## config.mk

```make
export PLATFORM = sky130hd
export DESIGN_NAME = fb_draw_scheduler
export DESIGN_NICKNAME = d
export VERILOG_FILES = /design/src/rtl/fb_draw_scheduler.sv
export SDC_FILE = /design/constraint.sdc
export NUM_CORES = 1
export LEC_CHECK = 0
export CAP_MARGIN = 30
export CELL_PAD_IN_SITES_DETAIL_PLACEMENT = 1
export CELL_PAD_IN_SITES_GLOBAL_PLACEMENT = 1
export CORE_UTILIZATION = 38
export CTS_BUF_LIST = sky130_fd_sc_hd__clkbuf_4 sky130_fd_sc_hd__clkbuf_8 sky130_fd_sc_hd__clkbuf_16
export CTS_CLUSTER_DIAMETER = 80
export DETAILED_ROUTE_END_ITERATION = 8
export GPL_TIMING_DRIVEN = 0
export PLACE_DENSITY_LB_ADDON = 0.1
export SLEW_MARGIN = 10
export SYNTH_ARGS = -nofsm -noshare
export SYNTH_HDL_FRONTEND = slang
export SYNTH_SLANG_ARGS = --single-unit
```

## constraint.sdc

```tcl
create_clock -name write_clk -period 8.5 [get_ports write_clk]
set_input_delay 0.85 -clock write_clk [delete_from_list [all_inputs] [get_ports write_clk]]
set_output_delay 0.85 -clock write_clk [all_outputs]
set_load 0.01 [all_outputs]
```

## src/rtl/fb_draw_scheduler.sv

```systemverilog
`default_nettype none
// ============================================================================
//  Module   : fb_draw_scheduler
//  Purpose  : Write-side controller for the dual-clock frame buffer. Shares
//             one write port between NUM_REQ rectangle requesters using
//             round-robin arbitration. Each granted rectangle is expanded
//             into one pixel write per cycle, with off-screen pixels masked.
//  Options  : FB_SCHED_CLEAR_EN - adds a full-screen clear pass, started by
//             frame_start, that runs between rectangles.
//  Revision : 1.0 - initial release
// ============================================================================
module fb_draw_scheduler #(
  parameter int          NUM_REQ     = 3,
  parameter int          H_RES       = 640,
  parameter int          V_RES       = 480,
  parameter int          XW          = 10,
  parameter int          YW          = 9,
  parameter int          AW          = 19,
  parameter logic [23:0] CLEAR_COLOR = 24'h000000
) (
  input  logic                  write_clk,
  input  logic                  reset,
  input  logic                  frame_start,
  input  logic [NUM_REQ-1:0]    req,
  input  logic [NUM_REQ*XW-1:0] rect_x,
  input  logic [NUM_REQ*YW-1:0] rect_y,
  input  logic [NUM_REQ*XW-1:0] rect_w,
  input  logic [NUM_REQ*YW-1:0] rect_h,
  input  logic [NUM_REQ*24-1:0] rect_color,
  output logic [NUM_REQ-1:0]    ack,
  output logic [AW-1:0]         write_addr,
  output logic [23:0]           write_data,
  output logic                  write_en,
  output logic                  busy,
  output logic                  clear_done
);

  localparam int                 c_IW   = (NUM_REQ > 1) ? $clog2(NUM_REQ) : 1;
  localparam logic [XW-1:0]      c_X1   = XW'(1);
  localparam logic [YW-1:0]      c_Y1   = YW'(1);
  localparam logic [NUM_REQ-1:0] c_ACK1 = NUM_REQ'(1);

  typedef enum logic [1:0] {
    S_IDLE  = 2'd0,
    S_CLEAR = 2'd1,
    S_GRANT = 2'd2,
    S_FILL  = 2'd3
  } state_t;

  state_t              r_state, w_next;
  logic [c_IW-1:0]     r_ptr, r_win, w_win;
  logic [XW-1:0]       r_x, r_w, r_col, w_sel_x, w_sel_w;
  logic [YW-1:0]       r_y, r_h, r_row, w_sel_y, w_sel_h;
  logic [23:0]         r_color, w_sel_color;
  logic [NUM_REQ-1:0]  r_ack;
  logic [AW-1:0]       r_addr;
  logic [23:0]         r_data;
  logic                r_we;
  logic [XW:0]         w_px;
  logic [YW:0]         w_py;
  logic                w_in, w_col_last, w_fill_last;
  logic                w_clr_go, w_clr_last;

  // Round-robin search: the set bit nearest after r_ptr (mod NUM_REQ) wins;
  // descending k lets the nearest candidate overwrite farther ones.
  always_comb begin
    w_win = r_ptr;
    for (int k = NUM_REQ; k >= 1; k--) begin
      if (req[(int'(r_ptr) + k) % NUM_REQ])
        w_win = c_IW'((int'(r_ptr) + k) % NUM_REQ);
    end
  end

  // Select the granted requester's rectangle fields from the packed buses.
  always_comb begin
    w_sel_x     = '0;
    w_sel_y     = '0;
    w_sel_w     = '0;
    w_sel_h     = '0;
    w_sel_color = '0;
    for (int i = 0; i < NUM_REQ; i++) begin
      if (r_win == c_IW'(i)) begin
        w_sel_x     = rect_x[i*XW +: XW];
        w_sel_y     = rect_y[i*YW +: YW];
        w_sel_w     = rect_w[i*XW +: XW];
        w_sel_h     = rect_h[i*YW +: YW];
        w_sel_color = rect_color[i*24 +: 24];
      end
    end
  end

  // Pixel coordinates carry one extra bit so right/bottom overhang never wraps.
  assign w_px        = {1'b0, r_x} + {1'b0, r_col};
  assign w_py        = {1'b0, r_y} + {1'b0, r_row};
  assign w_in        = (32'(w_px) < 32'(H_RES)) && (32'(w_py) < 32'(V_RES));
  assign w_col_last  = (r_col == r_w - c_X1);
  assign w_fill_last = w_col_last && (r_row == r_h - c_Y1);

`ifdef FB_SCHED_CLEAR_EN
  localparam logic [AW-1:0] c_CLR_LAST = AW'(H_RES * V_RES - 1);
  localparam logic [AW-1:0] c_A1       = AW'(1);

  logic [AW-1:0] r_clr_addr;
  logic          r_clear_pending, r_clr_fin, r_clear_done;

  // A pulse arriving in IDLE starts the clear at once, ahead of any request.
  assign w_clr_go   = r_clear_pending | frame_start;
  assign w_clr_last = (r_clr_addr == c_CLR_LAST);
  assign clear_done = r_clear_done;

  // Clear bookkeeping: pending flag, address counter and the done pulse,
  // which trails the last clear write by one cycle.
  always_ff @(posedge write_clk) begin
    if (reset) begin
      r_clear_pending <= 1'b0;
      r_clr_addr      <= '0;
      r_clr_fin       <= 1'b0;
      r_clear_done    <= 1'b0;
    end else begin
      if (r_state == S_IDLE && w_clr_go)
        r_clear_pending <= 1'b0;
      else if (frame_start && r_state != S_CLEAR)
        r_clear_pending <= 1'b1;
      if (r_state == S_CLEAR)
        r_clr_addr <= r_clr_addr + c_A1;
      else
        r_clr_addr <= '0;
      r_clr_fin    <= (r_state == S_CLEAR) && w_clr_last;
      r_clear_done <= r_clr_fin;
    end
  end
`else
  logic w_unused;

  assign w_clr_go   = 1'b0;
  assign w_clr_last = 1'b0;
  assign clear_done = 1'b0;
  assign w_unused   = ^{frame_start, CLEAR_COLOR};
`endif

  // State register.
  always_ff @(posedge write_clk) begin
    if (reset)
      r_state <= S_IDLE;
    else
      r_state <= w_next;
  end

  // Next-state logic; a clear only starts from IDLE, so rectangles finish.
  always_comb begin
    w_next = r_state;
    case (r_state)
      S_IDLE: begin
        if (w_clr_go)
          w_next = S_CLEAR;
        else if (|req)
          w_next = S_GRANT;
      end
      S_GRANT: begin
        if (w_sel_w == '0 || w_sel_h == '0)
          w_next = S_IDLE;
        else
          w_next = S_FILL;
      end
      S_FILL:  if (w_fill_last) w_next = S_IDLE;
      S_CLEAR: if (w_clr_last) w_next = S_IDLE;
      default: w_next = S_IDLE;
    endcase
  end

  // Datapath: winner capture, field latch, pixel scan and registered port.
  always_ff @(posedge write_clk) begin
    if (reset) begin
      r_ptr   <= c_IW'(NUM_REQ - 1);
      r_win   <= '0;
      r_x     <= '0;
      r_y     <= '0;
      r_w     <= '0;
      r_h     <= '0;
      r_color <= '0;
      r_col   <= '0;
      r_row   <= '0;
      r_ack   <= '0;
      r_addr  <= '0;
      r_data  <= '0;
      r_we    <= 1'b0;
    end else begin
      r_ack <= '0;
      r_we  <= 1'b0;
      case (r_state)
        S_IDLE: r_win <= w_win;
        S_GRANT: begin
          r_x     <= w_sel_x;
          r_y     <= w_sel_y;
          r_w     <= w_sel_w;
          r_h     <= w_sel_h;
          r_color <= w_sel_color;
          r_col   <= '0;
          r_row   <= '0;
          r_ptr   <= r_win;
          r_ack   <= c_ACK1 << r_win;
        end
        S_FILL: begin
          // Clipped pixels still take their cycle; address/data hold.
          if (w_in) begin
            r_addr <= AW'(w_py) * AW'(H_RES) + AW'(w_px);
            r_data <= r_color;
            r_we   <= 1'b1;
          end
          if (w_col_last) begin
            r_col <= '0;
            r_row <= r_row + c_Y1;
          end else begin
            r_col <= r_col + c_X1;
          end
        end
        S_CLEAR: begin
`ifdef FB_SCHED_CLEAR_EN
          r_addr <= r_clr_addr;
          r_data <= CLEAR_COLOR;
          r_we   <= 1'b1;
`endif
        end
        default: ;
      endcase
    end
  end

  assign ack        = r_ack;
  assign write_addr = r_addr;
  assign write_data = r_data;
  assign write_en   = r_we;
  assign busy       = (r_state != S_IDLE);

endmodule
`default_nettype wire
```

Word level (Yosys, flattened, before mapping)
Index checks and enable logic that the tools add are counted.
Widths: inputs -> output; s select.
{ "totals": {"elab_cells": 98, "input_bits": 192, "output_inout_bits": 49, "reg_bits": 134} }
{ "op_classes": {"addsub": 10, "n_div": 3, "bitwise": 3, "muxes": 36, "n_mul": 1, "magnitude_cmp": 5, "reduce_logical": 15, "n_shift": 1, "n_eq_ne": 10} }
{ "ops": {"columns": ["operator", "count"], "rows": [
  ["$lt 32x4->1 const B", 3],
  ["$mod 32x3->32 const B", 3],
  ["$mux 24", 3],
  ["$mux 10", 7],
  ["$mux 9", 7],
  ["$pmux 10 s2", 1],
  ["$add 19x11->19", 1],
  ["$pmux 9 s2", 1],
  ["$mul 10x3->12 const B", 1],
  ["$mux 2", 6],
  ["$add 10x10->11", 1],
  ["$lt 11x10->1 const B", 1],
  ["$add 10x1->10 const B", 1],
  ["$add 9x9->10", 1],
  ["$eq 10x10->1", 1],
  ["$logic_not 10->1", 1],
  ["$lt 10x9->1 const B", 1],
  ["$sub 10x1->10 const B", 1],
  ["$add 9x1->9 const B", 1],
  ["$eq 9x9->1", 1],
  ["$logic_not 9->1", 1],
  ["$sub 9x1->9 const B", 1],
  ["$mux 1", 7],
  ["$add 2x2->3 const B", 2],
  ["other kinds (16)", 30]
]} }

Logic depth before layout (Yosys ltp)
Gate-level depths: netlist (run 1).
{ "logic_depth": {"depth_word": 8, "depth_mapped": 18, "mapped_depth_nobuf": 18} }

Worst setup path after synthesis (run 1)
No wires, ideal clock.
{ "synth_timing": {"path_kind": "flip-flop to flip-flop", "from": "register r_row[1]", "to": "register r_addr[17] (netlist: write_addr[17])", "period_less_slack_ps": 3926, "path_buffers": 0, "required_time_ps": 8429, "t_arrival_ps": 3856, "stages_incl_launch_ff": 18, "path_slack_ps": 4574, "cell_sequence": "dfxtp_1 ha_1 a211oi_1 nor2_1 o31ai_1 a21boi_1 o22a_1 o22ai_1 xnor2_1 ha_1 and3_1 a221o_1 o41ai_1 xnor2_1 xnor3_1 xor2_1 nand3_1 a21oi_1"} }
{ "synth_via": {"elab_chain_len": 4, "elab_cells_between_ends": 6, "cone_classes": "2 x add/sub; 1 x mul; 1 x order compare; 2 x reduce/logical"} }
{ "synth_rtl": {"columns": ["item", "line_no", "rtl"], "rows": [
  ["from (decl)", "53", "logic [YW-1:0] r_y, r_h, r_row, w_sel_y, w_sel_h;"],
  ["from (signal assigned)", "212", "r_row <= r_row + c_Y1;"],
  ["$add 9x9->10 *", "94", "assign w_py = {1'b0, r_y} + {1'b0, r_row};"],
  ["branches (longest 3 deep; another with $add 19x11->19)", null, null],
  ["to (signal assigned)", "206", "r_addr <= AW'(w_py) * AW'(H_RES) + AW'(w_px);"],
  ["to (decl)", "56", "logic [AW-1:0] r_addr;"]
]} }
Every way passes the cells marked *.
A chain may end at the register's enable or synchronous reset.

Worst setup path in the final report (run 1)
Ends and elaborated chain as after synthesis.

==> flow_summary.json, run 1 <==
{
  "intPower_mw": 1.64,
  "grt_use_total_pct": 27.4,
  "critPathCaptureType": "flop",
  "synth.most_common_cell": "nor2_1",
  "setup_viol": 0,
  "min_to": "write_addr[18]",
  "p_sw_share_pct": 38.2,
  "post_drt_wl_per_cell_um": 18.9,
  "pwr-share-clk_pct": 29.3,
  "cts_resized": 0,
  "yosysUniqueCellTypes": 70,
  "peakVddDrop_v": 0.000112,
  "leakagePower_nw": 4.38,
  "wl_mm": 30.8,
  "path_clk_slew_ns": 0.06,
  "ant_nets": 0,
  "synth_top_cell_by_area": "dfxtp_1",
  "fin_util_pct": 54.2,
  "dieArea_mm2": 0.0230,
  "worst_ep_arrival_time_ns": 4.92,
  "rr_endpoint": "write_addr[17]",
  "reg2regPathDepth": 17,
  "max_slew.worst_pin.slew_ns": 0.865,
  "max_slew_margin_pct": 42.1,
  "crit_fanout": 8,
  "cts_sinks": 134,
  "p_seq_share_pct": 29.8,
  "synth_nets": 1311,
  "synth_top_area_share_pct": 31.5,
  "clk_latency_ns": 0.44,
  "overflow": 0,
  "async_flop_share_pct": 0,
  "ys_seq_area_share_pct": 31.5,
  "r2r_slack_ns": 3.94,
  "start_kind": "flop",
  "slowest_stage": "dfxtp_1",
  "cts_root_buf": "clkbuf_16",
  "hold_buffers": 0,
  "num_rows": 54,
  "syn_area_mm2": 0.00853,
  "drt-initial-drc-count": 424,
  "cts_setup_buffers": 0,
  "fin_worst_skew_ns": 0.00993,
  "crit_type": "flop to flop",
  "postPlaceCellArea_mm2": 0.0112,
  "diodes": 0,
  "grt_pass1_wl_mm": 47.9,
  "max_stage_delay_ns": 0.53,
  "grt_pass1_vias": 9177,
  "tritoncts": "done",
  "min_path_cells": 2,
  "drv_cap": 0,
  "post-route-drc-count": 0,
  "fin_nets": 1568,
  "cts_buffers": 17,
  "p_comb_share_pct": 40.9,
  "portBuffers": 237,
  "dp_hpwl_mm": 24.2,
  "area_delta_synth_final_pct": 39.3,
  "reg2reg_from": "r_row[1]",
  "ys_seq_elements": 134,
  "powerDensity_mw_per_mm2": 223,
  "gp_congestion": 0.859,
  "antenna_found_initial": 0,
  "worstPathCellList": "ha_1, a211oi_1, nor2_1, o31ai_1, a21boi_1, o22a_1, o22ai_1, xnor2_1, ha_1, and3_1, a221o_1, o41ai_1, xnor2_1, xnor3_1, xor2_1, nand3_1, a21oi_1",
  "vias_per_cell": 5.48,
  "post-route-period-util_pct": 53.7,
  "h-tree-depth": 4,
  "core_region_area_mm2": 0.0219,
  "rsz0062_at_grt": "no",
  "fp.dieW_um": 152,
  "yosys-top-cells-area": "dfxtp_1 (31%), mux2i_1 (7.5%), nor2_1 (6.3%), a211oi_1 (5.8%), ha_1 (5.7%)",
  "cp_data_required_time_ns": 8.86,
  "final_area_mm2": 0.0119,
  "max_freq_ghz": 0.219,
  "drive_gt1_share_pct": 4.46,
  "clock_path_buffers": 2,
  "dr_total_vias": 8918,
  "p_sw_mw": 1.01,
  "power_mw": 2.65,
  "synthTopCellsByCount": "nor2_1 (143), dfxtp_1 (134), a21oi_1 (90)",
  "status": "completed",
  "synth_flop_cell": "dfxtp_1",
  "postSynthCellCount": 1076,
  "syn_area_per_cell_um2": 7.92,
  "yosysWarnings": 0,
  "hp-class": "flop to flop",
  "final_max_slew_viol_count": 0,
  "tns_ns": 0,
  "io_pins": 241,
  "hp-start": "write_addr[18]",
  "dieHeight_um": 152,
  "hold_viol_final": 0,
  "period_needed_ns": 4.56,
  "fillers": 2682,
  "initial_core_util_pct": 38.9,
  "first_pass_iters": 4,
  "synth_edf_count": 0,
  "grt_max_degree": 17
}
-- cell type report --
cell class	count	area, µm²	share of cell area, %
multi-input cells	833	5410	45.6
flip-flops and latches	134	2680	22.6
repair buffers	238	2380	20.1
clock buffers	19	440	3.71
well taps	280	350	2.95
plain buffers	78	313	2.63
clock inverters	13	174	1.46
inverters	31	116	0.980
-- through the flow --
stage	setup slack, ns	cells	hold WS, ns
floorplan	4.57	1076	0.444
global route	3.60	1626	0.483
finish	3.94	1626	0.463
CTS	3.93	1625	0.468
global placement	3.98	1593	0.455
detailed placement	3.97	1593	0.460
-- logic make-up after synthesis --
family / share of synthesized area [%]
compound gates: 21.8
mux: 7.65
flops: 31.5
buf+inv: 5.03
other cells: 0.0440
fa+ha+maj: 6.78
xor+xnor: 7.25
simple gates: 20.0
-- metal layers --
layer | routed length (µm) | vias to the layer above | track usage, %
met5 | 0 | - | 0
li1 | - | 4372 | -
met2 | 15500 | 197 | 49.0
met4 | 540 | 0 | 8.32
met3 | 1290 | 38 | 4.79
met1 | 13400 | 4311 | 33.0
-- how the worst max path moves through the flow --
stage | end | from
6_report | write_addr[17] | r_row[1]
3_5_place_dp | write_addr[17] | r_row[1]
4_1_cts | write_addr[17] | r_row[1]
3_3_place_gp | write_addr[17] | r_row[1]
5_1_grt | write_addr[17] | r_row[1]
2_1_floorplan | write_addr[17] | r_row[1]
-- critical path: cells and delay by family (launching register included) --
kind | cells | cell delay (ns)
AO/OA/AOI/OAI | 8 | 2.05
XOR/XNOR | 4 | 0.77
flip-flops | 1 | 0.53
AND/OR/NAND/NOR | 3 | 0.41
adder cells (fa/ha/maj) | 2 | 0.69
-- power groups by stage --
| stage | clock (mW) | sequential (mW) | combinational, mW |
|---|---|---|---|
| after CTS | 0.785 | 0.789 | 1.09 |
| after floorplan | 0 | 0.783 | 0.715 |
| final | 0.775 | 0.790 | 1.08 |
| after global placement | 0 | 0.798 | 1.05 |
| after global routing | 0.809 | 0.799 | 1.20 |
| after detailed placement | 0 | 0.801 | 1.07 |
-- sequential cells by signal, summed over array words and instances (netlist names) --
register    count
r_h             9
r_color        24
r_win           2
ack             3
write_addr     19
write_data     24
r_x            10
r_y             9
write_en        1
r_w            10
r_state         2
r_row           9
r_col          10
r_ptr           2
-- cells in the final DEF (no fill, tap or decap), drive strengths merged, types with 6 or more instances in the layout --
master	n
xor2	27
nor3	53
a21o	9
nor2	144
mux2i	64
and3	8
a31oi	7
nor2b	7
clkdlybuf4s50	237
nand3	57
clkinv	6
a211oi	71
buf	19
dfxtp	134
a21oi	90
nand2b	11
o211ai	8
ha	39
xnor2	41
nor4	6
nand2	57
inv	32
o21ai	57
clkbuf	79
a311oi	8
No activity file was read; power rests on OpenSTA's default activity.
==> run 2, diff against run 1 <==
Settings changed: CORE_UTILIZATION 38 to 32.
Clock period 8.5 ns to 3.8 ns, I/O delays scaled along.
==> run 2 against run 1 <==
The flow now finishes with violations (design-rule violations, negative setup slack). Critical path type unchanged. Global-route usage decreased by 3.5 points. Sequential power grew 130%. Non-clock buffer count is 27 higher. Design area increased by 5.0%. Largest power group unchanged. Largest cell class unchanged. Clock-buffer cell count fell by 2. Cell count up 5.0%. Worst setup slack worse by 4.1 ns. Utilization shrank 6.5 points.
==> flow_summary.json, run 2 (synthesis gave the netlist of run 1 again) <==
{
  "most-common-layout-cells": "clkdlybuf4s50_1 (237), nor2_1 (141), dfxtp_1 (126)",
  "grt_use_total_pct": 23.8,
  "final_max_slew_viol_count": 0,
  "path_clk_slew_ns": 0.06,
  "initial_core_util_pct": 32.6,
  "use_met2_pct": 42.0,
  "fin_util_pct": 47.7,
  "area_delta_synth_final_pct": 46.2,
  "hold_viol_final": 0,
  "fillers": 3174,
  "max_slew.worst_pin.slew_ns": 0.876,
  "dp_hpwl_mm": 24.8,
  "antenna_found_initial": 1,
  "fp.dieW_um": 165,
  "clk_latency_ns": 0.43,
  "post-route-drc-count": 16,
  "cts_buffers": 17,
  "dieArea_mm2": 0.0273,
  "vias_per_cell": 5.27,
  "drt-initial-drc-count": 453,
  "worstPathCellList": "ha_4, a211oi_4, nor2_4, o31ai_4, a21boi_4, o22a_1, o22ai_4, xnor2_2, ha_1, and3_1, a221o_1, o41ai_2, xnor2_1, xnor3_2, xor2_2, nand3_1, a21oi_1",
  "final_common_cell": "clkdlybuf4s50_1",
  "ant_nets": 0,
  "fin_worst_skew_ns": 0.0100,
  "overflow": 0,
  "leakagePower_nw": 4.60,
  "top_usage_layer": "met2",
  "grt_use_met3_pct": 4.17,
  "fin_nets": 1595,
  "peakVddDrop_v": 0.000312,
  "powerDensity_mw_per_mm2": 487,
  "slowest_stage": "dfxtp_4",
  "post-route-period-util_pct": 104,
  "post_drt_wl_per_cell_um": 18.6,
  "cts_sinks": 134,
  "rsz0062_at_grt": "yes",
  "core_region_area_mm2": 0.0261,
  "max_slew_margin_pct": 41.6,
  "hold_buffers": 0,
  "met1_usage_pct": 29.4,
  "violations": "design-rule violations, negative setup slack",
  "portBuffers": 237,
  "clock_path_buffers": 2,
  "crit_fanout": 4,
  "cp_data_required_time_ns": 4.16,
  "power_mw": 6.07,
  "final_cell_count_no_fill": 1708,
  "period_needed_ns": 3.96,
  "setup_ws_ns": -0.160,
  "crit_type": "flop to flop",
  "cts_root_buf": "clkbuf_16",
  "setup_viol": 2,
  "place_inst": 1648,
  "grt_pass1_vias": 9517,
  "first_pass_iters": 7,
  "wl_mm": 31.7,
  "num_rows": 59,
  "hp-class": "flop to flop",
  "drive_gt1_share_pct": 9.91,
  "start_kind": "flop",
  "drv_cap": 0,
  "gp_congestion": 0.829,
  "dr_total_vias": 8993,
  "io_pins": 241,
  "grt_pass1_wl_mm": 50.3,
  "max_stage_delay_ns": 0.37,
  "critPathCaptureType": "flop",
  "worst_ep_arrival_time_ns": 4.31,
  "status": "finished, violations left",
  "tritoncts": "done",
  "dieHeight_um": 165,
  "max_freq_ghz": 0.253,
  "place_ws_ns": -0.681,
  "grt_max_degree": 17,
  "diodes": 0,
  "h-tree-depth": 4
}
==> run 2: critical path: cells and delay by family (launching register included) <==
family / cells / cell delay (ns)
compound gates: 8 / 1.74
xor+xnor: 4 / 0.86
fa+ha+maj: 2 / 0.57
flops: 1 / 0.37
simple gates: 3 / 0.35
==> run 2: repair_timing <==
action / in CTS / in global routing
endpoints found under the setup margin: 4 / 5
buffers inserted: 22 / 6
cloned: 0 / 0
pin swaps: 22 / 24
gates resized for setup: 35 / 32
==> run 2: cell type report <==
type | instances | area [µm²] | share of cell area [%]
repair buffers | 265 | 2590 | 20.8
multi-input cells | 833 | 5720 | 45.9
flip-flops and latches | 134 | 2700 | 21.7
plain buffers | 78 | 313 | 2.51
clock buffers | 17 | 425 | 3.41
well taps | 335 | 419 | 3.36
clock inverters | 15 | 180 | 1.45
inverters | 31 | 116 | 0.934
==> run 2: per-layer routing <==
layer  part of all wire (%)  vias up
li1                       -     4427
met1                     44     4336
met2                     51      188
met3                    4.1       40
met4                    1.7        2
met5                  0.041        -
==> run 2: worst paths after layout <==
kind                          to  slack [ns]  cells past startpoint   startpoint
setup / recovery  write_addr[17]       -0.16                     17     r_row[1]
hold / removal    write_data[21]        0.47                      2  r_color[21]
setup reg to reg  write_addr[17]       -0.16                     17     r_row[1]
hold reg to reg   write_data[21]        0.47                      2  r_color[21]
==> run 2: report_power, final <==
group	leakage [nW]	switching (mW)	internal (mW)	total [mW]
registers	1.10	0.186	1.60	1.79
clock network	0.302	0.738	1.00	1.74
logic	3.20	1.45	1.09	2.55
==> run 2: stage by stage <==
stage               instance area (µm²)  TNS (ns)  hold WS (ns)
CTS                               12300    -0.240         0.470
global placement                  11300     -1.76         0.455
floorplan                          8540         0         0.444
global route                      12500    -0.948         0.501
detailed placement                11300     -2.07         0.461
finish                            12500    -0.317         0.470
